[src/rtl/rr_port_arbiter.sv]
// Round-robin crossbar output arbiter: grants one eligible input buffer for a
// whole packet and counts completed four-phase words before rotating priority.
module rr_port_arbiter #(
    parameter int DATA_WIDTH = 32,
    parameter int NUM_IN     = 4,
    parameter int LEN_WIDTH  = 8
) (
    input  logic                         Clock,
    input  logic                         nReset,
    input  logic [NUM_IN-1:0]            Req,
    input  logic [NUM_IN-1:0]            Busy_Elsewhere,
    input  logic [NUM_IN*LEN_WIDTH-1:0]  Len,
    input  logic [NUM_IN-1:0]            Ch_M_Req,
    input  logic [NUM_IN*DATA_WIDTH-1:0] Ch_Data,
    output logic [NUM_IN-1:0]            Ch_Ack,
    output logic                         M_Req,
    output logic [DATA_WIDTH-1:0]        M_Data,
    input  logic                         M_Ack,
    output logic [NUM_IN-1:0]            Grant,
    output logic                         Active
);

    localparam int PTR_W = (NUM_IN > 1) ? $clog2(NUM_IN) : 1;

    typedef enum logic [1:0] {IDLE, XFER, CLOSE} state_t;

    state_t               state, state_nxt;
    logic [NUM_IN-1:0]    grant_q, grant_nxt;
    logic [PTR_W-1:0]     ptr_q, ptr_nxt;
    logic [LEN_WIDTH-1:0] cnt_q, cnt_nxt;
    logic [LEN_WIDTH-1:0] plen_q, plen_nxt;
    logic                 m_ack_d;

    logic [NUM_IN-1:0]    eligible;
    logic                 found;
    logic [PTR_W-1:0]     scan_idx;
    logic [PTR_W-1:0]     pick_idx;
    logic [PTR_W-1:0]     gidx;
    logic [LEN_WIDTH-1:0] pick_len;
    logic                 ack_rise;

    assign eligible = Req & ~Busy_Elsewhere;
    assign ack_rise = M_Ack & ~m_ack_d;

    // First eligible input scanning from ptr_q upward, wrapping at NUM_IN.
    always_comb begin
        found    = 1'b0;
        pick_idx = '0;
        scan_idx = '0;
        for (int k = 0; k < NUM_IN; k++) begin
            scan_idx = PTR_W'((int'(ptr_q) + k) % NUM_IN);
            if (!found && eligible[scan_idx]) begin
                found    = 1'b1;
                pick_idx = scan_idx;
            end
        end
    end

    assign pick_len = Len[int'(pick_idx)*LEN_WIDTH +: LEN_WIDTH];

    always_comb begin
        gidx = '0;
        for (int i = 0; i < NUM_IN; i++) begin
            if (grant_q[i]) gidx = PTR_W'(i);
        end
    end

    // Datapath is steered purely by the grant register, so reset clears it at once.
    always_comb begin
        M_Data = '0;
        for (int i = 0; i < NUM_IN; i++) begin
            if (grant_q[i]) M_Data = M_Data | Ch_Data[i*DATA_WIDTH +: DATA_WIDTH];
        end
    end

    assign M_Req  = |(grant_q & Ch_M_Req);
    assign Ch_Ack = grant_q & {NUM_IN{M_Ack}};
    assign Grant  = grant_q;
    assign Active = |grant_q;

    always_comb begin
        // NOTE: every variable gets a default first so no path leaves it unassigned, which would infer a latch.
        state_nxt = state;
        grant_nxt = grant_q;
        ptr_nxt   = ptr_q;
        cnt_nxt   = cnt_q;
        plen_nxt  = plen_q;
        case (state)
            IDLE: begin
                if (found) begin
                    grant_nxt = {{(NUM_IN-1){1'b0}}, 1'b1} << pick_idx;
                    cnt_nxt   = '0;
                    plen_nxt  = (pick_len == '0) ? LEN_WIDTH'(1) : pick_len;
                    state_nxt = XFER;
                end
            end
            XFER: begin
                if (ack_rise) begin
                    cnt_nxt = cnt_q + LEN_WIDTH'(1);
                    if (cnt_q + LEN_WIDTH'(1) == plen_q) state_nxt = CLOSE;
                end
            end
            CLOSE: begin
                // Hold ownership until the last handshake has fully returned to zero.
                if (!M_Ack && !M_Req) begin
                    grant_nxt = '0;
                    ptr_nxt   = (gidx == PTR_W'(NUM_IN-1)) ? '0 : gidx + PTR_W'(1);
                    state_nxt = IDLE;
                end
            end
            default: state_nxt = IDLE;
        endcase
    end

    // NOTE: all state is reset asynchronously; a mid-packet reset must drop the grant without waiting for a clock.
    always_ff @(posedge Clock or negedge nReset) begin
        if (!nReset) begin
            state   <= IDLE;
            grant_q <= '0;
            ptr_q   <= '0;
            cnt_q   <= '0;
            plen_q  <= '0;
            m_ack_d <= 1'b0;
        end else begin
            // NOTE: non-blocking assignments so every register samples pre-edge values.
            state   <= state_nxt;
            grant_q <= grant_nxt;
            ptr_q   <= ptr_nxt;
            cnt_q   <= cnt_nxt;
            plen_q  <= plen_nxt;
            m_ack_d <= M_Ack;
        end
    end

endmodule

[config.mk]
export PLATFORM = sky130hd
export DESIGN_NAME = rr_port_arbiter
export DESIGN_NICKNAME = d
export VERILOG_FILES = /design/src/rtl/rr_port_arbiter.sv
export SDC_FILE = /design/constraint.sdc
export NUM_CORES = 1
export LEC_CHECK = 0
export BUFFER_PORTS_ARGS = -buffer_cell sky130_fd_sc_hd__buf_2
export CAP_MARGIN = 40
export CORE_MARGIN = 5
export CORE_UTILIZATION = 41
export DETAILED_ROUTE_END_ITERATION = 6
export HOLD_SLACK_MARGIN = 0.12
export PLACE_DENSITY = 0.88
export REMOVE_ABC_BUFFERS = 1
export SYNTH_ARGS = -nofsm -noshare
export SYNTH_HDL_FRONTEND = slang
export SYNTH_SLANG_ARGS = --single-unit
[constraint.sdc]
create_clock -name Clock -period 3.72 [get_ports Clock]
set_input_delay 0.744 -clock Clock [delete_from_list [all_inputs] [get_ports Clock]]
set_output_delay 0.744 -clock Clock [all_outputs]
set_load 0.02 [all_outputs]
Word level (Yosys, flattened, before mapping)

Cells that the tools add are included.

Add/sub/neg operators: 5
Magnitude comparators: 4
Equality and inequality tests: 8
Shift operators: 2
Multiplexer cells: 36
Bitwise gates (word level): 9
Reductions and logical operators: 20

Operators with widths:

| operator                                                                      | number |
|---|---|
| 32-bit 2-to-1 mux                                                             | 4 |
| 32-bit OR                                                                     | 3 |
| 32-bit by 6-bit indexed part select with 8-bit output                         | 1 |
| 8-bit 2-to-1 mux                                                              | 3 |
| 2-bit 2-to-1 mux                                                              | 11 |
| 8-bit one-hot mux with 2 select lines                                         | 1 |
| 4-bit AND                                                                     | 3 |
| 2-bit by 3-bit less-than comparator with 1-bit output (second input constant) | 4 |
| 1-bit 2-to-1 mux                                                              | 9 |
| 8-bit by 1-bit adder with 8-bit output (second input constant)                | 1 |
| 1-bit binary-select mux with 2-bit select                                     | 4 |
| 8-bit == test                                                                 | 1 |
| 8-bit logical NOT                                                             | 1 |
| 4-bit 2-to-1 mux                                                              | 2 |
| 2-bit inequality test (second input constant)                                 | 4 |
| 4-bit one-hot mux with 2 select lines                                         | 1 |
| 4-bit OR reduction                                                            | 2 |
| 2-bit one-hot mux with 3 select lines                                         | 1 |
| 3-bit AND reduction                                                           | 2 |
| 1-bit logical NOT                                                             | 5 |
| 2-bit by 1-bit adder with 2-bit output (second input constant)                | 2 |
| 2-bit adder (second input constant)                                           | 2 |
| 2-bit == test (second input constant)                                         | 2 |
| 1-bit logical AND                                                             | 4 |
| 9 further kinds                                                               | 11 |

Bits in registers: 25

Depth between registers and ports, before layout

Gate-level depths: netlist of run 1.

Word-level depth: 17
Depth in mapped cells: 7
Mapped depth without buffers: 7

Least setup slack after synthesis of run 1

OpenSTA, ideal clock, no wires.

Kind: input -> register
From: in Busy_Elsewhere[0]
To: reg plen_q[0]
Data arrival time: 1.990 ns
Setup slack: 1.606 ns
Cell stages on the path: 6
Path buffers: 0
Cells stage by stage: nand3b_1 -> and3_1 -> o21ai_0 -> mux2i_1 -> o22ai_1 -> a211o_1

Cells in the longest elaborated chain, start to end: 17
Elaborated cells on any way between the ends: 28
Those cells by class: 1 x shift; 17 x mux; 2 x bitwise; 8 x reduce/logical

RTL lines:

| item                                                  | RTL line | source |
|---|---|---|
| start: declaration                                    | 11       | `input logic [NUM_IN-1:0] Busy_Elsewhere,` |
| 4-bit NOT *                                           | 42       | `assign eligible = Req & ~Busy_Elsewhere;` |
| 4-bit AND *                                           | 42       |  |
| 1-bit binary-select mux with 2-bit select             | 52       | `if (!found && eligible[scan_idx]) begin` |
| 1-bit 2-to-1 mux (implied by the code)                | 52       |  |
| 1-bit 2-to-1 mux                                      | 52       |  |
| 1-bit logical NOT                                     | 52       |  |
| 1-bit logical AND                                     | 52       |  |
| 1-bit 2-to-1 mux                                      | 52       |  |
| 1-bit logical NOT                                     | 52       |  |
| 1-bit logical AND                                     | 52       |  |
| 1-bit 2-to-1 mux                                      | 52       |  |
| 1-bit logical NOT                                     | 52       |  |
| 1-bit logical AND                                     | 52       |  |
| 2-bit 2-to-1 mux                                      | 52       |  |
| 32-bit by 6-bit indexed part select with 8-bit output | 59       | `assign pick_len = Len[int'(pick_idx)*LEN_WIDTH +: LEN_WIDTH];` |
| 8-bit logical NOT                                     | 93       | `plen_nxt = (pick_len == '0) ? LEN_WIDTH'(1) : pick_len;` |
| 8-bit 2-to-1 mux                                      | 93       |  |
| end signal: assignment                                | 130      | `plen_q <= plen_nxt;` |
| end: declaration                                      | 31       | `logic [LEN_WIDTH-1:0] plen_q, plen_nxt;` |

Mark *: on every way between the ends. The rest lies on a longest branch, timed or not. The select of a mux whose other input is x is not followed.
A chain may end at the register's enable or synchronous reset.

Worst setup path after layout of run 1

From: reg grant_q[0], in the netlist Grant[0]
To: out M_Req

Cells in the longest elaborated chain, start to end: 2

RTL lines:

| item                     | RTL line | source |
|---|---|---|
| start: declaration       | 28       | `logic [NUM_IN-1:0] grant_q, grant_nxt;` |
| start signal: assignment | 127      | `grant_q <= grant_nxt;` |
| 4-bit AND                | 76       | `assign M_Req = \|(grant_q & Ch_M_Req);` |
| 4-bit OR reduction       | 76       |  |
| end: declaration         | 16       | `output logic M_Req,` |

Every way passes these cells.

==> impl_metrics.ini, run 1 <==
[worst_setup_path]
cp-startpoint = Grant[0]$_DFFE_PN0P_
worst-path-max-fanout = 23
ff2ff_setup_slack_ns = 1.54
worst_r2r_path_depth = 6
r2r_end = Grant[3]$_DFFE_PN0P_
cp-end-kind = output port
regToRegStartpoint = Grant[0]$_DFFE_PN0P_
cp-start-kind = flip-flop
critPathRequiredTime_ns = 2.98
criticalPathCategory = flip-flop to output port
cp.arrival_ns = 1.87

[die]
start_util = 0.4164
dieArea_um2 = 7583
ios = 217
core-area_um2 = 5851
die_x_um = 87.08
die_h_um = 87.08
rows = 28

[detailed_routing]
detailroute.wirelength.met3_um = 1261
vias = 3281
wl_met2_um = 5254
drtPass1Iterations = 4
drt_iter0_markers = 151
top_layer = met4
routedWlPerCell_um = 18.30
drt_wl_total_um = 10710
drc = 0
via_per_inst = 5.609
antenna_left = 0
wl_met1_um = 3986

[synthesis]
syn_inst = 306
ys_async_sr_fraction = 1.000
ys_seq_area_frac = 0.2568
synth_top_area_share = 0.2568
ys_types = 43
avgSynthCellArea_um2 = 7.961
synth_compound_area_frac = 0.3190
ys_seq_elements = 25
ys.flop_type = dfrtp_1
synth-adder-area-share = 0.005136
synth_edf_count = 0
synthMuxAreaShare = 0.1109
synth_simple_gate_area_share = 0.2162
synth_area_um2 = 2436
synthTopCellsByArea = dfrtp_1 26%, a22oi_1 20%, mux2i_1 7.4%, nand2_1 7.4%, mux2_2 3.7%
synth_commonest_cells = 66 x a22oi_1, 48 x nand2_1, 25 x dfrtp_1
synth_top_family_by_area = compound AO/OA/AOI/OAI gates
yosysMostFrequentCell = a22oi_1
synth_xor_area_frac = 0.04160
yosysWarnings = 0
yosys.area.top_type = dfrtp_1

[clock_network]
clk_pin_slew_worst_paths_ns = 0.09
ctsHoldBuffers = 0
clock-sinks = 25
cts_tree = done
cts-resized-gates = 0
root_buffer = clkbuf_8
clock_latency_ns = 0.28
cts_made_buffers = 3
clk_path_buf_depth = 2
postCtsSetupRepairBufs = 0
cts-htree-levels = 1

[global_route]
grtUsageTotal = 0.2637
grt_pass1_wl_um = 15810
grt_pass1_vias = 3255
grt_max_degree = 31
antenna_found_initial = 0
grt-ovfl-total = 0

[sta]
tightest_slew_ns = 0.7596
fin_ws_ns = 1.102
skew_ns = 0.004557
max_freq_mhz = 382.0
setup_viol = 0
timing.final.crit_share = 0.7037
tns_ns = 0
post-route-min-period_ns = 2.618
hold_viol = 0
slew_headroom = 0.4936
slew_violations = 0
rsz0062_at_grt = false

[final_layout]
drive_gt1_frac = 0.4725
fill_cells = 516
nNetsFinal = 687
syn2layout_area_growth_pct = 50.44
diodes = 0

[place]
hpwl_um = 8919
gp_congestion = 0.8862
pre_cts_ws_ns = 1.169
port_buffers = 216

[power_and_ir_drop]
peakVddDrop_uv = 393.8
leakagePower_nw = 1.998
p_per_area_nw_per_um2 = 564.3

[outcome]
status = finished, final reports clean

[job]
drv_cap = 0

[min_path]
hp-class = input pin to asynchronous set/reset pin
logic make-up (layout without fill, tap and decap cells):
group,count (synthesis),count (layout)
buf+inv,28,232
simple gates,106,106
fa+ha+maj,1,1
flops,25,25
mux,26,26
xor+xnor,10,10
compound gates,110,110
per-layer routing:
layer  vias to the layer above  global-route usage
li1                       1570                   -
met1                      1496              0.3106
met2                       199              0.4679
met3                        16             0.06433
met4                         0             0.08215
met5                         -                   0
how the worst max path moves through the flow:
stage,slack (ns),cells after the start,end
after global placement,1.04,7,plen_q[0]$_DFFE_PN0P_
after global routing,0.95,4,M_Req
after detailed placement,1.17,8,cnt_q[7]$_DFFE_PN0P_
after CTS,1.09,4,M_Req
final,1.10,4,M_Req
after floorplan,1.19,6,plen_q[0]$_DFFE_PN0P_
worst max-delay path, stage by stage, from the launching register on:
cell	delay, ns
dfrtp_1	0.84
buf_4	0.33
a22oi_1	0.11
nand2_1	0.12
buf_2	0.18
stage by stage:
step	utilization	instance area, um2	power (mW)	hold WS, ns	cells
detailed placement	0.6185	3618	1.904	0.5032	581
CTS	0.6264	3665	2.074	0.4597	585
finish	0.6264	3665	2.068	0.4448	585
global route	0.6264	3665	2.219	0.4936	585
floorplan	-	2321	1.305	0.4484	280
global placement	0.6065	3548	1.821	0.4993	578
layout by cell type (no fill, tap or decap), drive strengths merged, types with 2 or more instances in the layout:
master and count:
nand2 48, clkbuf 3, xor2 3, nor2b 7, or4 4, nor2 7, inv 2, mux2i 18
nand3b 3, and3 4, or3 2, nand3 9, nand2b 7, and2 6, o22ai 3, a21o 2
buf 226, o31ai 8, mux2 8, nor4 4, a31oi 2, a22oi 66, o21ai 21, xnor2 6
dfrtp 25, nand4 2
where the power goes:
group          internal [mW]  leakage, nW  total [mW]  switching (mW)
combinational          0.580         1.65        1.42           0.843
sequential             0.349        0.319       0.480           0.131
clock                 0.0752       0.0255       0.165          0.0897
layout make-up:
cell class / count / area (um2) / area share
well taps: 75 / 93.84 / 0.02561
flip-flops and latches: 25 / 625.6 / 0.1707
inverters: 2 / 7.507 / 0.002048
clock inverters: 1 / 5.005 / 0.001366
multi-input cells: 253 / 1688 / 0.4606
repair buffers: 226 / 1204 / 0.3284
clock buffers: 3 / 41.29 / 0.01127
flip-flops by register name, indices dropped and copies added, names as in the netlist:
signal / count
state: 2
ptr_q: 2
plen_q: 8
cnt_q: 8
Grant: 4
m_ack_d: 1
(Power assumes the default switching activity.)
==> run 2, diff against run 1 <==
- CORE_UTILIZATION: 41 -> 35
- PLACE_DENSITY: 0.88 -> 0.8
- clock period: 3.72 -> 2.2 ns (I/O delays scaled with it)
==> run 2 against run 1 <==
Against the previous run: clock skew shrank 0.0014 ns; register-to-register slack lost 1.3 ns; total power grew 67%; count of clock-buffer cells in the layout grew 1; combinational power grew 73%; critical path depth grew 2; via count shrank 0.55%; non-clock buffer count shrank 2; sequential cell count is the same; global-route usage shrank 4.4 points; routed wire length shrank 2.9%; utilization shrank 8.5 points; critical path type is now flip-flop to flip-flop; largest power group unchanged.
==> impl_metrics.ini, run 2 (synthesis gave the netlist of run 1 again) <==
[die]
start_util = 0.3586
dieArea_um2 = 8729
ios = 217
die_x_um = 93.43
core-area_um2 = 6794
die_h_um = 93.43
rows = 30

[detailed_routing]
drc = 0
drtPass1Iterations = 6
drt_iter0_markers = 120
drt_wl_total_um = 10400
vias = 3263
antenna_left = 0
routedWlPerCell_um = 17.22
via_per_inst = 5.402

[global_route]
grtUsageTotal = 0.2201
grt_pass1_wl_um = 15650
grt_pass1_vias = 3201
antenna_found_initial = 0
grt-ovfl-total = 0
grt_max_degree = 39

[power_and_ir_drop]
peakVddDrop_uv = 479.9
total_power_mw = 3.459
p_per_area_nw_per_um2 = 940.6
leakagePower_nw = 1.984

[place]
gp_congestion = 0.8983
port_buffers = 216
hpwl_um = 8688

[worst_setup_path]
r2r_end = plen_q[0]$_DFFE_PN0P_
criticalPathCategory = flip-flop to flip-flop
regToRegStartpoint = ptr_q[1]$_DFFE_PN0P_
worst-path-max-fanout = 5
cp-start-kind = flip-flop
critPathRequiredTime_ns = 2.36
worst_r2r_path_depth = 6
cp-end-kind = flip-flop
cp.arrival_ns = 2.13
ff2ff_setup_slack_ns = 0.22
cp-startpoint = ptr_q[1]$_DFFE_PN0P_

[sta]
skew_ns = 0.003174
hold_viol = 0
max_freq_mhz = 506.2
timing.final.crit_share = 0.8980
post-route-min-period_ns = 1.976
rsz0062_at_grt = false
slew_headroom = 0.6041
tns_ns = 0
setup_viol = 0
slew_violations = 0
tightest_slew_ns = 0.5876

[clock_network]
ctsHoldBuffers = 0
cts_made_buffers = 3
postCtsSetupRepairBufs = 0
cts-htree-levels = 1
clk_path_buf_depth = 2
cts_tree = done
cts-resized-gates = 0
root_buffer = clkbuf_8
clock-sinks = 25
clk_pin_slew_worst_paths_ns = 0.09
clock_latency_ns = 0.27

[final_layout]
syn2layout_area_growth_pct = 50.95
multi_input_area_um2 = 1688
fill_cells = 650
nNetsFinal = 685
final-seq-area_um2 = 625.6
diodes = 0
final_cell_mix = 216 x buf_2, 66 x a22oi_1, 48 x nand2_1, 25 x dfrtp_1, 18 x mux2i_1
drive_gt1_frac = 0.4685
final_common_cell = buf_2

[outcome]
status = finished, final reports clean

[job]
drv_cap = 0

[min_path]
hp-class = input pin to asynchronous set/reset pin
## run 2: changes by cell type in the layout (fill, tap and decap cells not counted), sizes merged
cell	before	now
buf	226	224
clkbuf	3	4
clkinv	1	0
## run 2: worst max-delay path by stage
stage / endpoint / slack [ns] / cells past startpoint
2_1_floorplan: plen_q[0]$_DFFE_PN0P_ / -0.02 / 6
3_3_place_gp: plen_q[0]$_DFFE_PN0P_ / 0.18 / 7
3_5_place_dp: plen_q[0]$_DFFE_PN0P_ / 0.07 / 7
4_1_cts: state[0]$_DFFE_PN0P_ / 0.25 / 6
5_1_grt: plen_q[0]$_DFFE_PN0P_ / 0.07 / 6
6_report: plen_q[0]$_DFFE_PN0P_ / 0.22 / 6
## run 2: where the power goes
group          switching (mW)  leakage (nW)  internal [mW]
clock network           0.142        0.0228          0.129
registers               0.141         0.319          0.592
logic                    1.48          1.64          0.973
total                    1.77          1.98           1.69
## run 2: per-layer routing
metal	vias up	part of all wire	wire length, um	track usage
li1	1566	-	-	-
met1	1477	0.38	3933	0.2615
met2	197	0.50	5212	0.4026
met3	23	0.10	1080	0.04586
met4	0	0.017	176	0.05006
met5	-	0	0	0
## run 2: cell type report
type / instances / area share
clock buffer: 4 / 0.01225
inverter: 2 / 0.002042
multi-input combinational: 253 / 0.4590
sequential: 25 / 0.1701
tap: 96 / 0.03266
timing repair buffer: 224 / 0.3239
## run 2: critical path: stages (launching register included)
cell and delay (ns):
dfrtp_1 0.43, nand3b_1 0.14, and3_1 0.22, o21ai_0 0.49, mux2i_1 0.26, o22ai_1 0.09, a211o_1 0.23
## run 2: through the flow
| stage | hold WS (ns) | util | cell area [um2] | cells | setup slack (ns) |
|---|---|---|---|---|---|
| finish | 0.1492 | 0.5413 | 3677 | 604 | 0.2245 |
| global route | 0.1987 | 0.5413 | 3677 | 604 | 0.06581 |
| floorplan | 0.1444 | - | 2321 | 280 | -0.02219 |
| CTS | 0.1593 | 0.5413 | 3677 | 604 | 0.2512 |
| global placement | 0.4522 | 0.5346 | 3632 | 600 | 0.1812 |
| detailed placement | 0.4516 | 0.5346 | 3632 | 600 | 0.06510 |
==> run 3, diff against run 2 <==
- GPL_TIMING_DRIVEN: default -> 0
==> run 3 against run 2 <==
Against the previous run: count of clock-buffer cells in the layout is the same; cell count shrank 0.17%; largest cell class unchanged; register-to-register slack lost 0.03 ns; highest routed layer unchanged.
==> impl_metrics.ini, run 3 (synthesis gave the netlist of run 1 again) <==
[sta]
hold_viol = 0
timing.final.crit_share = 0.9250
tightest_slew_ns = 0.6157
tns_ns = 0
post-route-min-period_ns = 2.035
slew_headroom = 0.5852
rsz0062_at_grt = false
skew_ns = 0.007245
whs_ns = 0.1476
slew_violations = 0
setup_viol = 0
max_freq_mhz = 491.4

[clock_network]
clk_path_buf_depth = 2
postCtsSetupRepairBufs = 0
cts-htree-levels = 1
root_buffer = clkbuf_8
clk_pin_slew_worst_paths_ns = 0.09
cts_tree = done
clock-sinks = 25
cts_made_buffers = 3
clock_latency_ns = 0.26

[global_route]
grt-ovfl-total = 0
grtUsageTotal = 0.2159
grt_pass1_vias = 3194
grt_max_degree = 29
antenna_found_initial = 1
grt_pass1_wl_um = 15320

[power_and_ir_drop]
leakagePower_nw = 1.982
peakVddDrop_uv = 480.3
p_per_area_nw_per_um2 = 940.0
total_power_mw = 3.476

[detailed_routing]
drt_wl_total_um = 10300
routedWlPerCell_um = 17.08
drc = 0
via_per_inst = 5.330
antenna_left = 0
drt_iter0_markers = 141
vias = 3214
drtPass1Iterations = 4

[final_layout]
drive_gt1_frac = 0.4723
final_cell_mix = 216 x buf_2, 66 x a22oi_1, 48 x nand2_1, 22 x dfrtp_1, 18 x mux2i_1
syn2layout_area_growth_pct = 51.77
final_common_cell = buf_2
stdcell_area_um2 = 3697
nNetsFinal = 683
utilization = 0.5442

[place]
port_buffers = 216
gp_congestion = 0.7991
place_area_um2 = 3646
hpwl_um = 8635

[min_path]
hp-class = input pin to asynchronous set/reset pin

[worst_setup_path]
cp-startpoint = Grant[0]$_DFFE_PN0P_
worst-path-max-fanout = 28
criticalPathCategory = flip-flop to output port
regToRegStartpoint = cnt_q[0]$_DFFE_PN0P_
cp-start-kind = flip-flop
critPathRequiredTime_ns = 1.76
cp-end-kind = output port
cp.arrival_ns = 1.60

[die]
die_x_um = 93.43
die_h_um = 93.43
ios = 217
dieArea_um2 = 8729
core-area_um2 = 6794
start_util = 0.3586
rows = 30

[job]
drv_cap = 0

[outcome]
status = finished, final reports clean
==> run 3: timing repair <==
item | 4_1_cts | 5_1_grt
hold buffers | 0 | 0
gates resized for setup | 1 | 2
setup endpoints to repair | 1 | 2
endpoints found under the hold margin | 0 | 0
pin swaps | 0 | 0
==> run 3: stage by stage <==
step / worst slack (ns) / instances
3_5_place_dp: 0.008919 / 598
3_3_place_gp: -0.3337 / 592
4_1_cts: 0.04860 / 602
5_1_grt: 0.05424 / 603
6_report: 0.1649 / 603
2_1_floorplan: -0.02219 / 280
==> run 3: layout make-up <==
| class | instances | area [um2] |
|---|---|---|
| Fill cell | 627 | 3097 |
| Timing Repair Buffer | 222 | 1205 |
| Sequential cell | 25 | 629.4 |
| Multi-Input combinational cell | 253 | 1688 |
| Antenna cell | 1 | 2.502 |
| Tap cell | 96 | 120.1 |
| Clock buffer | 4 | 45.04 |
| Inverter | 2 | 7.507 |
==> run 3: final timing paths <==
| kind | endpoint | slack, ns | cells past startpoint |
|---|---|---|---|
| hold reg to reg | plen_q[7]$_DFFE_PN0P_ | 0.51 | 2 |
| hold / removal | cnt_q[3]$_DFFE_PN0P_ | 0.15 | 1 |
| setup / recovery | M_Data[2] | 0.16 | 4 |
| setup reg to reg | state[0]$_DFFE_PN0P_ | 0.19 | 6 |
| max in group asynchronous | Grant[2]$_DFFE_PN0P_ | 1.65 | 1 |
| min in group Clock | m_ack_d$_DFF_PN0_ | 0.41 | 1 |
==> run 3: power breakdown <==
group          switching (mW)  internal (mW)  leakage, nW  total [mW]
Clock                   0.134          0.129       0.0228       0.264
Sequential              0.245          0.593        0.315       0.838
Combinational            1.38          0.998         1.64        2.37
Total                    1.75           1.72         1.98        3.48
==> run 3: per-layer routing <==
metal	share of wire	vias up	track usage
met4	0.016	0	0.06593
li1	-	1563	-
met5	0	-	0
met2	0.51	159	0.3913
met1	0.39	1478	0.2586
met3	0.087	14	0.03540
==> run 3: critical path: stages (launching register included) <==
cell and delay, ns:
dfrtp_1 0.55, buf_16 0.25, a22oi_1 0.26, nand2_1 0.07, buf_2 0.19
